**src/rtl/powlib_ipsaxi_wr_pkg.sv**
```systemverilog
// powlib_ipsaxi_wr_pkg
//   Shared AXI field widths, burst/response encodings and the FSM state type
//   used by the AXI4 slave write endpoint and its address generator.
package powlib_ipsaxi_wr_pkg;

  // Bits per byte; the address width defaults to this times bytes per word.
  localparam int POWLIB_BW = 8;

  // AXI4 field widths.
  localparam int AXI_LENW   = 8;
  localparam int AXI_SIZEW  = 3;
  localparam int AXI_BURSTW = 2;
  localparam int AXI_RESPW  = 2;

  // AXI4 burst type encodings.
  localparam logic [AXI_BURSTW-1:0] AXI_BURST_FIXED = 2'b00;
  localparam logic [AXI_BURSTW-1:0] AXI_BURST_INCR  = 2'b01;
  localparam logic [AXI_BURSTW-1:0] AXI_BURST_WRAP  = 2'b10;

  // AXI4 response encodings.
  localparam logic [AXI_RESPW-1:0] AXI_RESP_OKAY   = 2'b00;
  localparam logic [AXI_RESPW-1:0] AXI_RESP_SLVERR = 2'b10;

  // Write endpoint FSM: take AW, stream W beats, wait for the output
  // register to empty, then hold B until it is accepted.
  typedef enum logic [1:0] {
    ST_IDLE  = 2'd0,
    ST_DATA  = 2'd1,
    ST_DRAIN = 2'd2,
    ST_RESP  = 2'd3
  } wrState_t;

  // Only FIXED and INCR are executed natively; anything else is walked as
  // INCR and flagged as an error in the burst response.
  function automatic logic burstSupported(input logic [AXI_BURSTW-1:0] burst);
    return (burst == AXI_BURST_FIXED) || (burst == AXI_BURST_INCR);
  endfunction

endpackage

```
**src/rtl/powlib_ipsaxi_addrgen.sv**
```systemverilog
// powlib_ipsaxi_addrgen
//   Holds the address of the current beat of a write burst and steps it once
//   per accepted W beat.
// Ports:
//   clk, rst       clock, asynchronous active-high reset
//   load_i         AW accepted: capture addr_i/size_i/burst_i
//   addr_i         burst start address
//   size_i         log2 bytes per beat
//   burst_i        burst type
//   advance_i      W beat accepted: step to the next beat address
//   addr_o         address of the beat about to be accepted
module powlib_ipsaxi_addrgen
  import powlib_ipsaxi_wr_pkg::*;
#(
  parameter int B_AW = 32
) (
  input  logic                  clk,
  input  logic                  rst,
  input  logic                  load_i,
  input  logic [B_AW-1:0]       addr_i,
  input  logic [AXI_SIZEW-1:0]  size_i,
  input  logic [AXI_BURSTW-1:0] burst_i,
  input  logic                  advance_i,
  output logic [B_AW-1:0]       addr_o
);

  logic [B_AW-1:0]       addr_q;
  logic [AXI_SIZEW-1:0]  size_q;
  logic [AXI_BURSTW-1:0] burst_q;

  logic [B_AW-1:0] stepBytes;
  logic [B_AW-1:0] incrAddr;
  logic [B_AW-1:0] addr_d;

  // INCR aligns the current address down to the beat size before stepping,
  // so an unaligned start address only affects the first beat. The add
  // wraps naturally at 2^B_AW. FIXED keeps the address; WRAP and reserved
  // bursts fall back to INCR.
  always_comb begin
    stepBytes = {{(B_AW-1){1'b0}}, 1'b1} << size_q;
    incrAddr  = (addr_q & ~(stepBytes - {{(B_AW-1){1'b0}}, 1'b1})) + stepBytes;
    addr_d    = addr_q;
    if (load_i) begin
      addr_d = addr_i;
    end else if (advance_i) begin
      addr_d = (burst_q == AXI_BURST_FIXED) ? addr_q : incrAddr;
    end
  end

  // Address register plus the burst attributes captured at AW time.
  always_ff @(posedge clk or posedge rst) begin
    if (rst) begin
      addr_q  <= '0;
      size_q  <= '0;
      burst_q <= AXI_BURST_FIXED;
    end else begin
      addr_q <= addr_d;
      if (load_i) begin
        size_q  <= size_i;
        burst_q <= burst_i;
      end
    end
  end

  assign addr_o = addr_q;

endmodule

```
**src/rtl/powlib_ipsaxi_wr.sv**
```systemverilog
// powlib_ipsaxi_wr
//   AXI4 slave write-channel endpoint. Accepts one AW burst at a time,
//   forwards every W beat as a powlib write beat through a one-deep output
//   register, and returns a single B response once the last beat of the
//   burst has been taken downstream.
// Ports:
//   clk, rst                        clock, asynchronous active-high reset
//   awaddr/awlen/awsize/awburst     AW payload
//   awvalid/awready                 AW handshake
//   wdata/wstrb/wlast               W payload
//   wvalid/wready                   W handshake
//   bresp/bvalid/bready             B channel
//   wraddr/wrdata/wrbe              downstream beat address/data/byte enables
//   wrvld/wrrdy                     downstream beat handshake
// Parameters:
//   ID, EAR, EDBG                   kept for compatibility with the matching master
//   B_BPD                           bytes per data word (power of 2)
//   B_AW                            address width in bits
module powlib_ipsaxi_wr
  import powlib_ipsaxi_wr_pkg::*;
#(
  parameter string ID    = "IPSAXI_WR",
  parameter int    EAR   = 0,
  parameter int    EDBG  = 0,
  parameter int    B_BPD = 4,
  parameter int    B_AW  = POWLIB_BW * B_BPD
) (
  input  logic                  clk,
  input  logic                  rst,
  input  logic [B_AW-1:0]       awaddr,
  input  logic [AXI_LENW-1:0]   awlen,
  input  logic [AXI_SIZEW-1:0]  awsize,
  input  logic [AXI_BURSTW-1:0] awburst,
  input  logic                  awvalid,
  output logic                  awready,
  input  logic [B_BPD*8-1:0]    wdata,
  input  logic [B_BPD-1:0]      wstrb,
  input  logic                  wlast,
  input  logic                  wvalid,
  output logic                  wready,
  output logic [AXI_RESPW-1:0]  bresp,
  output logic                  bvalid,
  input  logic                  bready,
  output logic [B_AW-1:0]       wraddr,
  output logic [B_BPD*8-1:0]    wrdata,
  output logic [B_BPD-1:0]      wrbe,
  output logic                  wrvld,
  input  logic                  wrrdy
);

  // Largest beat size the data path can carry.
  localparam int BPD_LOG2 = (B_BPD > 1) ? $clog2(B_BPD) : 0;
  localparam logic [AXI_SIZEW-1:0] MAX_SIZE = AXI_SIZEW'(BPD_LOG2);

  wrState_t state_q, state_d;

  logic                 awready_q, awready_d;
  logic [AXI_LENW-1:0]  len_q, len_d;
  logic [AXI_LENW-1:0]  cnt_q, cnt_d;
  logic                 err_q, err_d;
  logic                 sizeErr_q, sizeErr_d;
  logic [B_AW-1:0]      wraddr_q, wraddr_d;
  logic [B_BPD*8-1:0]   wrdata_q, wrdata_d;
  logic [B_BPD-1:0]     wrbe_q, wrbe_d;
  logic                 wrvld_q, wrvld_d;
  logic                 bvalid_q, bvalid_d;
  logic [AXI_RESPW-1:0] bresp_q, bresp_d;

  logic            wreadyC;
  logic            awHs;
  logic            wHs;
  logic            lastBeat;
  logic            sizeTooBig;
  logic            agLoad;
  logic            agAdvance;
  logic [B_AW-1:0] agAddr;

  powlib_ipsaxi_addrgen #(
    .B_AW(B_AW)
  ) uAddrgen (
    .clk       (clk),
    .rst       (rst),
    .load_i    (agLoad),
    .addr_i    (awaddr),
    .size_i    (awsize),
    .burst_i   (awburst),
    .advance_i (agAdvance),
    .addr_o    (agAddr)
  );

  // State register.
  always_ff @(posedge clk or posedge rst) begin
    if (rst) begin
      state_q <= ST_IDLE;
    end else begin
      state_q <= state_d;
    end
  end

  // Next-state and datapath decode. The beat counter, not wlast, ends a
  // burst; a wlast that disagrees with the counter only poisons the
  // response. An oversized awsize still consumes every beat but keeps wrvld
  // low so nothing is written downstream.
  always_comb begin
    state_d   = state_q;
    len_d     = len_q;
    cnt_d     = cnt_q;
    err_d     = err_q;
    sizeErr_d = sizeErr_q;
    wraddr_d  = wraddr_q;
    wrdata_d  = wrdata_q;
    wrbe_d    = wrbe_q;
    wrvld_d   = wrvld_q;
    bvalid_d  = bvalid_q;
    bresp_d   = bresp_q;
    wreadyC   = 1'b0;
    wHs       = 1'b0;
    agLoad    = 1'b0;
    agAdvance = 1'b0;

    awHs       = awready_q && awvalid;
    lastBeat   = (cnt_q == len_q);
    sizeTooBig = (awsize > MAX_SIZE);

    if (wrvld_q && wrrdy) begin
      wrvld_d = 1'b0;
    end

    case (state_q)
      ST_IDLE: begin
        if (awHs) begin
          state_d   = ST_DATA;
          len_d     = awlen;
          cnt_d     = '0;
          sizeErr_d = sizeTooBig;
          err_d     = sizeTooBig || !burstSupported(awburst);
          agLoad    = 1'b1;
        end
      end

      ST_DATA: begin
        wreadyC = !wrvld_q || wrrdy;
        wHs     = wvalid && wreadyC;
        if (wHs) begin
          wraddr_d  = agAddr;
          wrdata_d  = wdata;
          wrbe_d    = wstrb;
          wrvld_d   = !sizeErr_q;
          cnt_d     = cnt_q + AXI_LENW'(1);
          agAdvance = 1'b1;
          if (wlast != lastBeat) begin
            err_d = 1'b1;
          end
          if (lastBeat) begin
            state_d = ST_DRAIN;
          end
        end
      end

      ST_DRAIN: begin
        if (!wrvld_q || wrrdy) begin
          bvalid_d = 1'b1;
          bresp_d  = err_q ? AXI_RESP_SLVERR : AXI_RESP_OKAY;
          state_d  = ST_RESP;
        end
      end

      ST_RESP: begin
        if (bready) begin
          bvalid_d = 1'b0;
          state_d  = ST_IDLE;
        end
      end

      default: begin
        state_d = ST_IDLE;
      end
    endcase

    awready_d = (state_d == ST_IDLE);
  end

  // Burst bookkeeping, output beat register and B channel registers.
  // awready is registered so it is low throughout reset and rises the
  // cycle after the B handshake.
  always_ff @(posedge clk or posedge rst) begin
    if (rst) begin
      awready_q <= 1'b0;
      len_q     <= '0;
      cnt_q     <= '0;
      err_q     <= 1'b0;
      sizeErr_q <= 1'b0;
      wraddr_q  <= '0;
      wrdata_q  <= '0;
      wrbe_q    <= '0;
      wrvld_q   <= 1'b0;
      bvalid_q  <= 1'b0;
      bresp_q   <= AXI_RESP_OKAY;
    end else begin
      awready_q <= awready_d;
      len_q     <= len_d;
      cnt_q     <= cnt_d;
      err_q     <= err_d;
      sizeErr_q <= sizeErr_d;
      wraddr_q  <= wraddr_d;
      wrdata_q  <= wrdata_d;
      wrbe_q    <= wrbe_d;
      wrvld_q   <= wrvld_d;
      bvalid_q  <= bvalid_d;
      bresp_q   <= bresp_d;
    end
  end

  assign awready = awready_q;
  assign wready  = wreadyC;
  assign wraddr  = wraddr_q;
  assign wrdata  = wrdata_q;
  assign wrbe    = wrbe_q;
  assign wrvld   = wrvld_q;
  assign bvalid  = bvalid_q;
  assign bresp   = bresp_q;

endmodule

```
**config.mk**
```make
export PLATFORM = sky130hd
export DESIGN_NAME = powlib_ipsaxi_wr
export DESIGN_NICKNAME = d
export VERILOG_FILES = /design/src/rtl/powlib_ipsaxi_wr_pkg.sv /design/src/rtl/powlib_ipsaxi_addrgen.sv /design/src/rtl/powlib_ipsaxi_wr.sv
export SDC_FILE = /design/constraint.sdc
export NUM_CORES = 1
export LEC_CHECK = 0
export BUFFER_PORTS_ARGS = -buffer_cell sky130_fd_sc_hd__buf_2
export CAP_MARGIN = 40
export CORE_ASPECT_RATIO = 0.75
export CORE_MARGIN = 2
export CORE_UTILIZATION = 54
export CTS_CLUSTER_SIZE = 40
export DETAILED_ROUTE_END_ITERATION = 16
export GPL_TIMING_DRIVEN = 0
export PLACE_DENSITY = 0.81
export SLEW_MARGIN = 20
export SYNTH_ARGS = -nofsm -noshare
export SYNTH_HDL_FRONTEND = slang
export SYNTH_SLANG_ARGS = --single-unit
```
**constraint.sdc**
```tcl
create_clock -name clk -period 5.2 [get_ports clk]
set_input_delay 1.04 -clock clk [delete_from_list [all_inputs] [get_ports clk]]
set_output_delay 1.04 -clock clk [all_outputs]
set_load 0.01 [all_outputs]
```
Word level (Yosys, flattened, before mapping)
Cells that the tools add are included.
{"block": "word_totals", "register_bits": 130, "latchBits": 0, "mem_bits_rw": 0, "rom_bits": 0, "out_inout_bits": 74, "word_cells": 85, "mem_count": 0}
{"block": "classes", "addsub": 3, "n_mul": 0, "n_div": 0, "n_lt_le_gt_ge": 1, "n_eq_ne": 12, "shift": 1, "n_mux": 28, "bitwise_logic": 2, "reduce_logical": 23}
{"op": "$mux 32", "n": 3}
{"op": "$add 32x32->32", "n": 1}
{"op": "$and 32x32->32", "n": 1}
{"op": "$not 32->32", "n": 1}
{"op": "$shl 1x3->32 const A", "n": 1}
{"op": "$sub 32x1->32 const B", "n": 1}
{"op": "$mux 8", "n": 2}
{"op": "$pmux 8 s2", "n": 1}
{"op": "$mux 1", "n": 13}
{"op": "$mux 2", "n": 6}
{"op": "$ne 2x2->1 const B", "n": 6}
{"op": "$add 8x1->8 const B", "n": 1}
{"op": "$eq 8x8->1", "n": 1}
{"op": "$logic_not 2->1", "n": 4}
{"op": "$pmux 2 s4", "n": 1}
{"op": "$reduce_and 2->1", "n": 4}
{"op": "$reduce_and 3->1", "n": 2}
{"op": "$reduce_bool 2->1", "n": 3}
{"op": "$eq 2x1->1 const B", "n": 2}
{"op": "$eq 2x2->1 const B", "n": 2}
{"op": "$pmux 1 s2", "n": 2}
{"op": "$reduce_and 4->1", "n": 1}
{"op": "$gt 3x2->1 const B", "n": 1}
{"op": "$logic_and 1x1->1", "n": 3}
{"op": "other kinds (3)", "n": 7}

Depth between registers and ports, before layout
Gate-level depths: netlist of run 1.
{"block": "logic_depth", "ltp_word": 8, "mapped_depth": 16}

Cells and area by module
From an unflattened synthesis of run 1, not the netlist that was laid out.
{"block": "unflattened", "hier_cells": 758, "hier_area_um2": 6656.4}
{"module": "powlib_ipsaxi_wr", "n_inst": 1, "cells_each": 412, "area_each_um2": 3698.5, "seq_area_each_um2": 2302.2}
{"module": "powlib_ipsaxi_addrgen", "n_inst": 1, "cells_each": 346, "area_each_um2": 2957.8, "seq_area_each_um2": 925.9}

Worst setup path after synthesis of run 1
No wires, ideal clock.
{"block": "synth_path", "path_kind": "reg-to-reg", "from": "reg uAddrgen.size_q[2]", "to": "reg uAddrgen.addr_q[26] (netlist: uAddrgen.addr_o[26])", "setup_ns": 0.139, "t_arrival_ns": 3.145, "t_required_ns": 5.061, "path_slack_ns": 1.916, "path_stages_with_launch": 15, "synth_period_minus_slack_ns": 3.284, "path_cell_list": "dfrtp_1 -> buf_2 -> clkbuf_1 -> and3_1 -> inv_1 -> ha_1 -> and2_1 -> ha_1 -> and4b_1 -> a31oi_1 -> a21boi_1 -> nor4b_4 -> and3_1 -> a211oi_1 -> a211oi_2"}
{"block": "synth_via", "elab_chain_cells": 8}
{"element": "start: declaration", "line_no": "powlib_ipsaxi_addrgen.sv:28", "text": "logic [AXI_SIZEW-1:0] size_q;"}
{"element": "start signal: assignment", "line_no": "powlib_ipsaxi_addrgen.sv:59", "text": "size_q <= size_i;"}
{"element": "$shl 1x3->32 (*)", "line_no": "powlib_ipsaxi_addrgen.sv:40", "text": "stepBytes = {{(B_AW-1){1'b0}}, 1'b1} << size_q;"}
{"element": "$sub 32x1->32", "line_no": "powlib_ipsaxi_addrgen.sv:41", "text": "incrAddr = (addr_q & ~(stepBytes - {{(B_AW-1){1'b0}}, 1'b1})) + stepBytes;"}
{"element": "$not 32->32", "line_no": "powlib_ipsaxi_addrgen.sv:41"}
{"element": "$and 32x32->32", "line_no": "powlib_ipsaxi_addrgen.sv:41"}
{"element": "$add 32x32->32 (*)", "line_no": "powlib_ipsaxi_addrgen.sv:41"}
{"element": "$mux 32 (*)", "line_no": "powlib_ipsaxi_addrgen.sv:46", "text": "addr_d = (burst_q == AXI_BURST_FIXED) ? addr_q : incrAddr;"}
{"element": "$mux 32 (*)", "line_no": "powlib_ipsaxi_addrgen.sv:45", "text": "end else if (advance_i) begin"}
{"element": "$mux 32 (*)", "line_no": "powlib_ipsaxi_addrgen.sv:43", "text": "if (load_i) begin"}
{"element": "end signal: assignment", "line_no": "powlib_ipsaxi_addrgen.sv:57", "text": "addr_q <= addr_d;"}
{"element": "end: declaration", "line_no": "powlib_ipsaxi_addrgen.sv:27", "text": "logic [B_AW-1:0] addr_q;"}
Mark *: on every way between the ends. The rest lies on a longest branch, timed or not. The select of a mux whose other input is x is not followed.
A chain may end at the register's enable or synchronous reset.

Final worst setup path of run 1
{"block": "layout_path", "from": "reg uAddrgen.size_q[2]", "to": "reg uAddrgen.addr_q[30] (netlist: uAddrgen.addr_o[30])"}
The elaborated chain is that of the path after synthesis.

==> results.md, run 1 <==
* Status: finished clean
* Largest net degree at the start of global routing at 109
* R2r startpoint: uAddrgen.size_q[2]
* Number of synthesized flops with an enable pin at 0
* Core area at 0.0116 mm2
* Critical Path AT at 4.17 ns
* FF+latch count, synth at 129
* Syn. warnings at 0
* Final worst slack at 1.32 ns
* Synthesized cell area at 0.00644 mm2
* Worst-path clk slew at 0.06 ns
* Final HPWL DP at 12600 um
* R2R Setup Slk at 1.32 ns
* Antenna violations before repair at 0
* First-pass GRT wire length at 28200 um
* Leakage power at 4.09 nW
* Area fraction of the dominant cell type after synthesis at 0.501
* CTS resizes at 0
* Worst IR drop on VDD at 0.304 mV
* CTS Buf Count at 17
* Critical Path Max Stage Delay at 0.43 ns
* Crit path to: uAddrgen.addr_o[30]
* Nets@finish at 1034
* Final setup viols at 0
* MaxCap Viol Count at 0
* Initial Util at 0.555
* Register area share after synthesis at 0.501
* Routed vias/inst at 5.47
* Worst slew margin at 0.514
* Final ANT Viol Nets at 0
* IO Port Bufs at 160
* Measured slew at the worst slew-check pin at 0.729 ns
* Maximum buffer depth of the clock tree at 2
* CP Max Fanout at 10
* Via count at 6105
* GRT overflow at 0
* RSZ-0062 raised after global routing: no
* Worst min-delay path category: register to register
* Cells on worst reg2reg path at 15
* Post-synth top flop: dfrtp_1
* Die area at 0.0128 mm2
* Final core occ at 0.693
* Drt pass-1 iters at 6
* Synth Area per Inst at 8.48 um2
* Area leader, netlist: dfrtp_1
* WHS Path Cells at 2
* CTS tree: built
* GRT Util Overall at 0.283
* Tcrit/Tclk final at 0.746
* CP Class: register to register
* Drt wl/cell at 16.0 um
* Worst Setup SP: uAddrgen.size_q[2]
* Post-synth cell types at 63
* Logic depth of the worst path, buffers included at 15
* Worst EP required at 5.49 ns
* Synth top area cells: dfrtp_1, nand2_1, nor2_1
* DRC viols at 0
* Startpoint Class: register
* Slew Viols, Final at 0
* Post-CTS setup buffers at 0
* Die H at 98.6 um
* Layout cells sized above 1 at 0.226
* Worst Path Buf+Inv at 4
* Crit-path slowest cell: nor4b_4
* Num Clock Sinks at 129
* Post-synth ARST share at 1.00
* CTS root buf: clkbuf_16
* Setup clock skew after layout at 0.00586 ns
* CP cell instances: buf_2 -> clkbuf_1 -> and3_1 -> inv_1 -> ha_1 -> and2_1 -> ha_1 -> and4b_1 -> a31oi_1 -> a21boi_1 -> nor4b_4 -> buf_2 -> a211oi_1 -> o21ai_0 -> nand2_1
* H-tree depth at 4
* Final Hold Viols at 0
* CP Capture Type: register
* Power density cells at 616 mW/mm2
* Pre-CTS WS at 1.42 ns
* Vias in the first global route at 5602
* Area added between synthesis and finish at 25.0%
* I/O pin cnt at 162
* Iteration-0 DRC Markers at 619
* Die W at 130 um
* Fmax at 0.258 GHz
* RD Place Congestion at 0.935
* Syn nets at 854
* Setup_tns at 0 ns
* CTS Hold Bufs at 0
* Row Count at 34
* R2R Path End: uAddrgen.addr_o[30]
* Final critical-path required period at 3.88 ns
* Post-Route WL at 17800 um
* Crit path max-delay family: simple AND/OR/NAND/NOR gates
* Clock latency on the worst-skew pair at 0.42 ns
* Placement Cell Area at 0.00748 mm2
* Design area at 0.00805 mm2
* Syn Inst Count at 760
routing by layer:
metal  part of all wire  wire [um]  vias up  GRT usage
met3              0.082       1470       35     0.0706
met1               0.45       8110     2886      0.418
met2               0.44       7850      267      0.408
met4              0.023        405        0     0.0984
met5                  0          0        -          0
li1                   -          -     2917          -
logic make-up (layout without fill, tap and decap cells):
kind of cell             count (synthesis)  count (layout)  share of synthesized area
AO/OA/AOI/OAI                          111             111                      0.114
XOR/XNOR                                31              31                     0.0421
adder cells (fa/ha/maj)                  6               6                     0.0117
buffers and inverters                   51             243                     0.0322
flip-flops                             129             129                      0.501
multiplexers                             7               7                     0.0113
other                                    1               3                   0.000582
AND/OR/NAND/NOR                        424             424                      0.287
metrics by stage:
| stage | cells | total power (W) | hold slack [ns] |
|---|---|---|---|
| after global routing | 1114 | 0.00530 | 0.485 |
| final | 1116 | 0.00496 | 0.467 |
| after CTS | 1114 | 0.00494 | 0.472 |
| after global placement | 1082 | 0.00372 | 0.452 |
| after detailed placement | 1083 | 0.00378 | 0.458 |
| after floorplan | 760 | 0.00307 | 0.440 |
cell usage in the layout, fill, tap and decap left out, types with 3 or more instances in the layout:
| master | n |
|---|---|
| ha_1 | 6 |
| o221a_2 | 3 |
| clkinvlp_4 | 3 |
| nand2_1 | 282 |
| clkbuf_16 | 17 |
| and3_1 | 16 |
| o21ai_0 | 27 |
| xnor2_1 | 15 |
| o21a_1 | 3 |
| nor2_1 | 49 |
| a21o_1 | 5 |
| dfrtp_1 | 129 |
| a311oi_1 | 3 |
| nor3_1 | 8 |
| clkinv_2 | 5 |
| a211oi_1 | 4 |
| clkinv_4 | 3 |
| nor2b_1 | 5 |
| nand2b_1 | 5 |
| nand3_1 | 12 |
| buf_2 | 167 |
| a31oi_1 | 10 |
| a21oi_1 | 28 |
| nand4_1 | 21 |
| and2_1 | 7 |
| inv_1 | 5 |
| mux2i_1 | 5 |
| xor2_1 | 16 |
| clkbuf_1 | 35 |
layout make-up:
class / count / area, um2
Antenna cell: 2 / 5.00
Tap cell: 162 / 203
Inverter: 6 / 30.0
Timing Repair Buffer: 161 / 828
Fill cell: 942 / 3560
Multi-Input combinational cell: 580 / 3010
Clock buffer: 17 / 425
Buffer: 45 / 185
Sequential cell: 129 / 3230
Clock inverter: 14 / 143
synthesized netlist by cell type (3+ instances only):
master / instances
mux2i_1: 5
o21ai_0: 27
nor3_1: 8
and3_1: 16
a211oi_1: 4
a21o_1: 5
dfrtp_1: 129
nand2b_1: 5
nand2_1: 282
and2_1: 7
inv_1: 6
clkbuf_1: 35
xor2_1: 16
o221a_2: 3
ha_1: 6
a31oi_1: 10
buf_2: 7
nand3_1: 12
nor2b_1: 5
a21oi_1: 28
nand4_1: 21
a311oi_1: 3
o21a_1: 3
xnor2_1: 15
nor2_1: 49
power by group:
part | switching, W | total (W) | leakage (nW) | internal [W]
sequential | 0.000372 | 0.00182 | 1.59 | 0.00145
clock | 0.000455 | 0.00115 | 0.275 | 0.000700
combinational | 0.00120 | 0.00199 | 2.23 | 0.000784
total | 0.00203 | 0.00496 | 4.09 | 0.00294
sequential cells by signal, summed over array words and instances, names as in the netlist, 2 cells and up:
register / cells
uAddrgen.addr_o: 32
wraddr: 32
wrdata: 32
cnt_q: 8
len_q: 8
wrbe: 4
uAddrgen.size_q: 3
state_q: 2
uAddrgen.burst_q: 2
worst reg2reg max path: cells and delay by family (launching register included):
kind                       cells  cell delay (ns)
AOI/OAI and AO/OA              4             0.67
DFF                            1             0.31
and+or+nand+nor                5             1.15
buffers and inverters          4             0.97
adders and majority gates      2             0.66
worst min-delay path by stage:
stage          startpoint    endpoint  slack [ns]
2_1_floorplan   sizeErr_q       wrvld        0.44
3_3_place_gp   wrdata[27]  wrdata[27]        0.45
3_5_place_dp   wrdata[31]  wrdata[31]        0.46
4_1_cts        wrdata[31]  wrdata[31]        0.47
5_1_grt        wrdata[28]  wrdata[28]        0.48
6_report       wrdata[31]  wrdata[31]        0.47
Power figures use the tool's default switching activity.
==> run 2: changes to the inputs <==
Settings changed: ABC_AREA set to 1, CORE_UTILIZATION 54 to 49, PLACE_DENSITY 0.81 to 0.77.
Clock period 5.2 ns to 3.35 ns, I/O delays scaled along.
==> run 2 against run 1 <==
Compared with the run above:
- via count increased by 15%
- synthesized cell count is 25% higher
- critical path depth grew 4
- critical endpoint is now uAddrgen.addr_o[17]
==> results.md, run 2 <==
* Largest net degree at the start of global routing at 33 (was 109)
* Tcrit/Tclk final at 0.877 (was 0.746)
* RSZ-0062 raised after global routing: no (unchanged)
* Setup_tns at 0 ns (unchanged)
* Share of total power in sequential cells at 0.334 (was 0.367)
* GRT overflow at 0 (unchanged)
* CP Capture Type: register (unchanged)
* IO Port Bufs at 160 (unchanged)
* Final HPWL DP at 15500 um (was 12600 um)
* R2R Path End: uAddrgen.addr_o[17] (was uAddrgen.addr_o[30])
* Total power at 0.00819 W (was 0.00496 W)
* CTS root buf: clkbuf_16 (unchanged)
* Antenna violations before repair at 0 (unchanged)
* Number of synthesized flops with an enable pin at 0 (unchanged)
* Drt wl/cell at 15.7 um (was 16.0 um)
* Worst-path clk slew at 0.06 ns (about the same)
* Post-Route WL at 20700 um (was 17800 um)
* Leakage power at 4.64 nW (was 4.09 nW)
* RD Place Congestion at 0.997 (was 0.935)
* Final setup viols at 0 (unchanged)
* Non-filler instance count after layout at 1323 (was 1116)
* GRT Util Overall at 0.284 (was 0.283)
* Status: finished clean (unchanged)
* Gate power share at 0.436 (was 0.400)
* Clock latency on the worst-skew pair at 0.43 ns (was 0.42 ns)
* First-pass GRT wire length at 33300 um (was 28200 um)
* Power density cells at 938 mW/mm2 (was 616 mW/mm2)
* Most common cell in the synthesized netlist: nand2_1 (unchanged)
* Seq. cell area at 0.00323 mm2 (unchanged)
* Worst EP required at 3.67 ns (was 5.49 ns)
* Nets@finish at 1229 (was 1034)
* Measured slew at the worst slew-check pin at 0.774 ns (was 0.729 ns)
* CTS resizes at 0 (unchanged)
* Cells on worst reg2reg path at 19 (was 15)
* Vias in the first global route at 6673 (was 5602)
* Die W at 142 um (was 130 um)
* Layout cells sized above 1 at 0.232 (was 0.226)
* Internal power at 0.00459 W (was 0.00294 W)
* Syn. warnings at 0 (unchanged)
* Initial Util at 0.505 (was 0.555)
* Area leader, netlist: dfrtp_1 (unchanged)
* Area fraction of the dominant cell type after synthesis at 0.461 (was 0.501)
* Core area at 0.0138 mm2 (was 0.0116 mm2)
* CTS Hold Bufs at 0 (unchanged)
* R2R Setup Slk at 0.41 ns (was 1.32 ns)
* Syn nets at 1045 (was 854)
* Fmax at 0.341 GHz (was 0.258 GHz)
* Commonest cells in the netlist: nand2_1, dfrtp_1, nor2_1, inv_1, nand3_1 (was nand2_1, dfrtp_1, nor2_1, clkbuf_1, a21oi_1)
* Via count at 7017 (was 6105)
* Clock power share at 0.229 (was 0.233)
* Multi-input logic area at 0.00330 mm2 (was 0.00301 mm2)
* DRC viols at 0 (unchanged)
* CTS Buf Count at 17 (unchanged)
* CP Class: register to register (unchanged)
* ANT cells at 0 (was 2)
* Final ANT Viol Nets at 0 (unchanged)
* Final critical-path required period at 2.94 ns (was 3.88 ns)
* Synthesized cell area at 0.00700 mm2 (was 0.00644 mm2)
* Startpoint Class: register (unchanged)
* Setup clock skew after layout at 0.00732 ns (was 0.00586 ns)
* Row Count at 37 (was 34)
* Worst IR drop on VDD at 0.439 mV (was 0.304 mV)
* Sw Share at 0.440 (was 0.409)
* Worst Setup SP: uAddrgen.size_q[2] (unchanged)
* Syn Inst Count at 951 (was 760)
* Switching pwr at 0.00360 W (was 0.00203 W)
* Post-synth top flop: dfrtp_1 (unchanged)
* H-tree depth at 4 (unchanged)
* Slew Viols, Final at 0 (unchanged)
* Commonest cells after routing, fill and taps aside: nand2_1, buf_2, dfrtp_1 (unchanged)
* I/O pin cnt at 162 (unchanged)
* Synth Area per Inst at 7.36 um2 (was 8.48 um2)
* Drt pass-1 iters at 5 (was 6)
* Die H at 107 um (was 98.6 um)
* Num Clock Sinks at 129 (unchanged)
* Commonest non-fill, non-tap cell in the layout: nand2_1 (unchanged)
* MaxCap Viol Count at 0 (unchanged)
* Final Hold Viols at 0 (unchanged)
* CP Max Fanout at 8 (was 10)
* Critical Path AT at 3.25 ns (was 4.17 ns)
* Crit path to: uAddrgen.addr_o[17] (was uAddrgen.addr_o[30])
* Routed vias/inst at 5.30 (was 5.47)
* Synth top area cells: dfrtp_1, nand2_1, nor2_1 (unchanged)
* Iteration-0 DRC Markers at 747 (was 619)
* Post-synth cell types at 46 (was 63)
* Post-synth ARST share at 1.00 (unchanged)
* Die area at 0.0153 mm2 (was 0.0128 mm2)
* Placed insts at 1291 (was 1083)
* Post-CTS setup buffers at 0 (unchanged)
* Register area share after synthesis at 0.461 (was 0.501)
* FILL cells at 1244 (was 942)
* Worst slew margin at 0.484 (was 0.514)
* R2r startpoint: uAddrgen.size_q[2] (unchanged)
* CTS tree: built (unchanged)
* Maximum buffer depth of the clock tree at 2 (unchanged)
* Area added between synthesis and finish at 24.9% (was 25.0%)
* Worst min-delay path category: input pin to asynchronous set/reset pin (was register to register)
* FF+latch count, synth at 129 (unchanged)
-- run 2: cell count changes in the layout (fill, tap and decap cells not counted), moves of 9 or more --
cell and change:
a21oi_1 -15, and3_1 -15, clkbuf_1 -14, inv_1 +68, nand2_1 +67, nand2_2 +19, nand3_1 +50, nand4_1 -9
nor2_1 +56, o21ai_0 +24, xor2_1 -13
-- run 2: logic make-up (layout without fill, tap and decap cells) --
group           Yosys count  count (layout)  share of synthesized area
simple gates            589             589                      0.364
flops                   129             129                      0.461
fa+ha+maj                 6               6                     0.0107
mux                       1               1                    0.00161
compound gates           95              95                     0.0776
buf+inv                 116             313                     0.0669
other cells               1               1                   0.000536
xor+xnor                 14              14                     0.0175
-- run 2: layer usage --
layer / share of wire / GRT usage / vias up
met5: 0 / 0 / -
met4: 0.015 / 0.0843 / 0
met3: 0.10 / 0.0725 / 37
met2: 0.42 / 0.430 / 347
met1: 0.46 / 0.405 / 3244
li1: - / - / 3389
-- run 2: layout make-up --
cell class | instances | area share
multi-input combinational | 706 | 0.378
sequential | 129 | 0.370
timing repair buffer | 165 | 0.106
clock buffer | 18 | 0.0503
inverter | 83 | 0.0364
tap | 175 | 0.0251
clock inverter | 14 | 0.0178
buffer | 33 | 0.0176
-- run 2: worst min path at each step --
stage,slack (ns),depth (start not counted),to
3_3_place_gp,0.45,2,wrdata[17]
2_1_floorplan,0.44,1,wrvld
6_report,0.28,2,wraddr[23]
3_5_place_dp,0.45,2,wrdata[18]
5_1_grt,0.30,2,wraddr[14]
4_1_cts,0.28,2,wraddr[23]
-- run 2: metrics by stage --
stage	setup WS (ns)	area, um2	utilization	hold WS [ns]
6_report	0.413	8740	0.631	0.275
5_1_grt	0.202	8740	0.631	0.305
4_1_cts	0.504	8740	0.631	0.283
3_5_place_dp	0.536	8140	0.588	0.453
3_3_place_gp	0.199	8020	0.579	0.447
2_1_floorplan	0.950	7000	-	0.440
-- run 2: power by group through the flow --
| stage | combinational [W] | sequential (W) | clock (W) |
|---|---|---|---|
| finish | 0.00358 | 0.00274 | 0.00188 |
| global route | 0.00400 | 0.00282 | 0.00197 |
| CTS | 0.00355 | 0.00272 | 0.00190 |
| detailed placement | 0.00352 | 0.00274 | 0 |
| global placement | 0.00340 | 0.00272 | 0 |
| floorplan | 0.00217 | 0.00283 | 0 |
-- run 2: worst max-delay path, cell delays in order, from the launching register on --
cell     delay [ns]
dfrtp_1        0.32
buf_4          0.17
nand2_1        0.16
nor2_1         0.16
inv_1          0.06
ha_1           0.29
nand2_1        0.07
inv_1          0.04
ha_1           0.34
inv_1          0.12
nor2_1         0.25
nand2_1        0.15
nor2_1         0.10
nand2_1        0.07
nand3_2        0.12
nand2_1        0.08
nand2_1        0.06
nand3_1        0.13
nand2_1        0.09
nand2_1        0.04
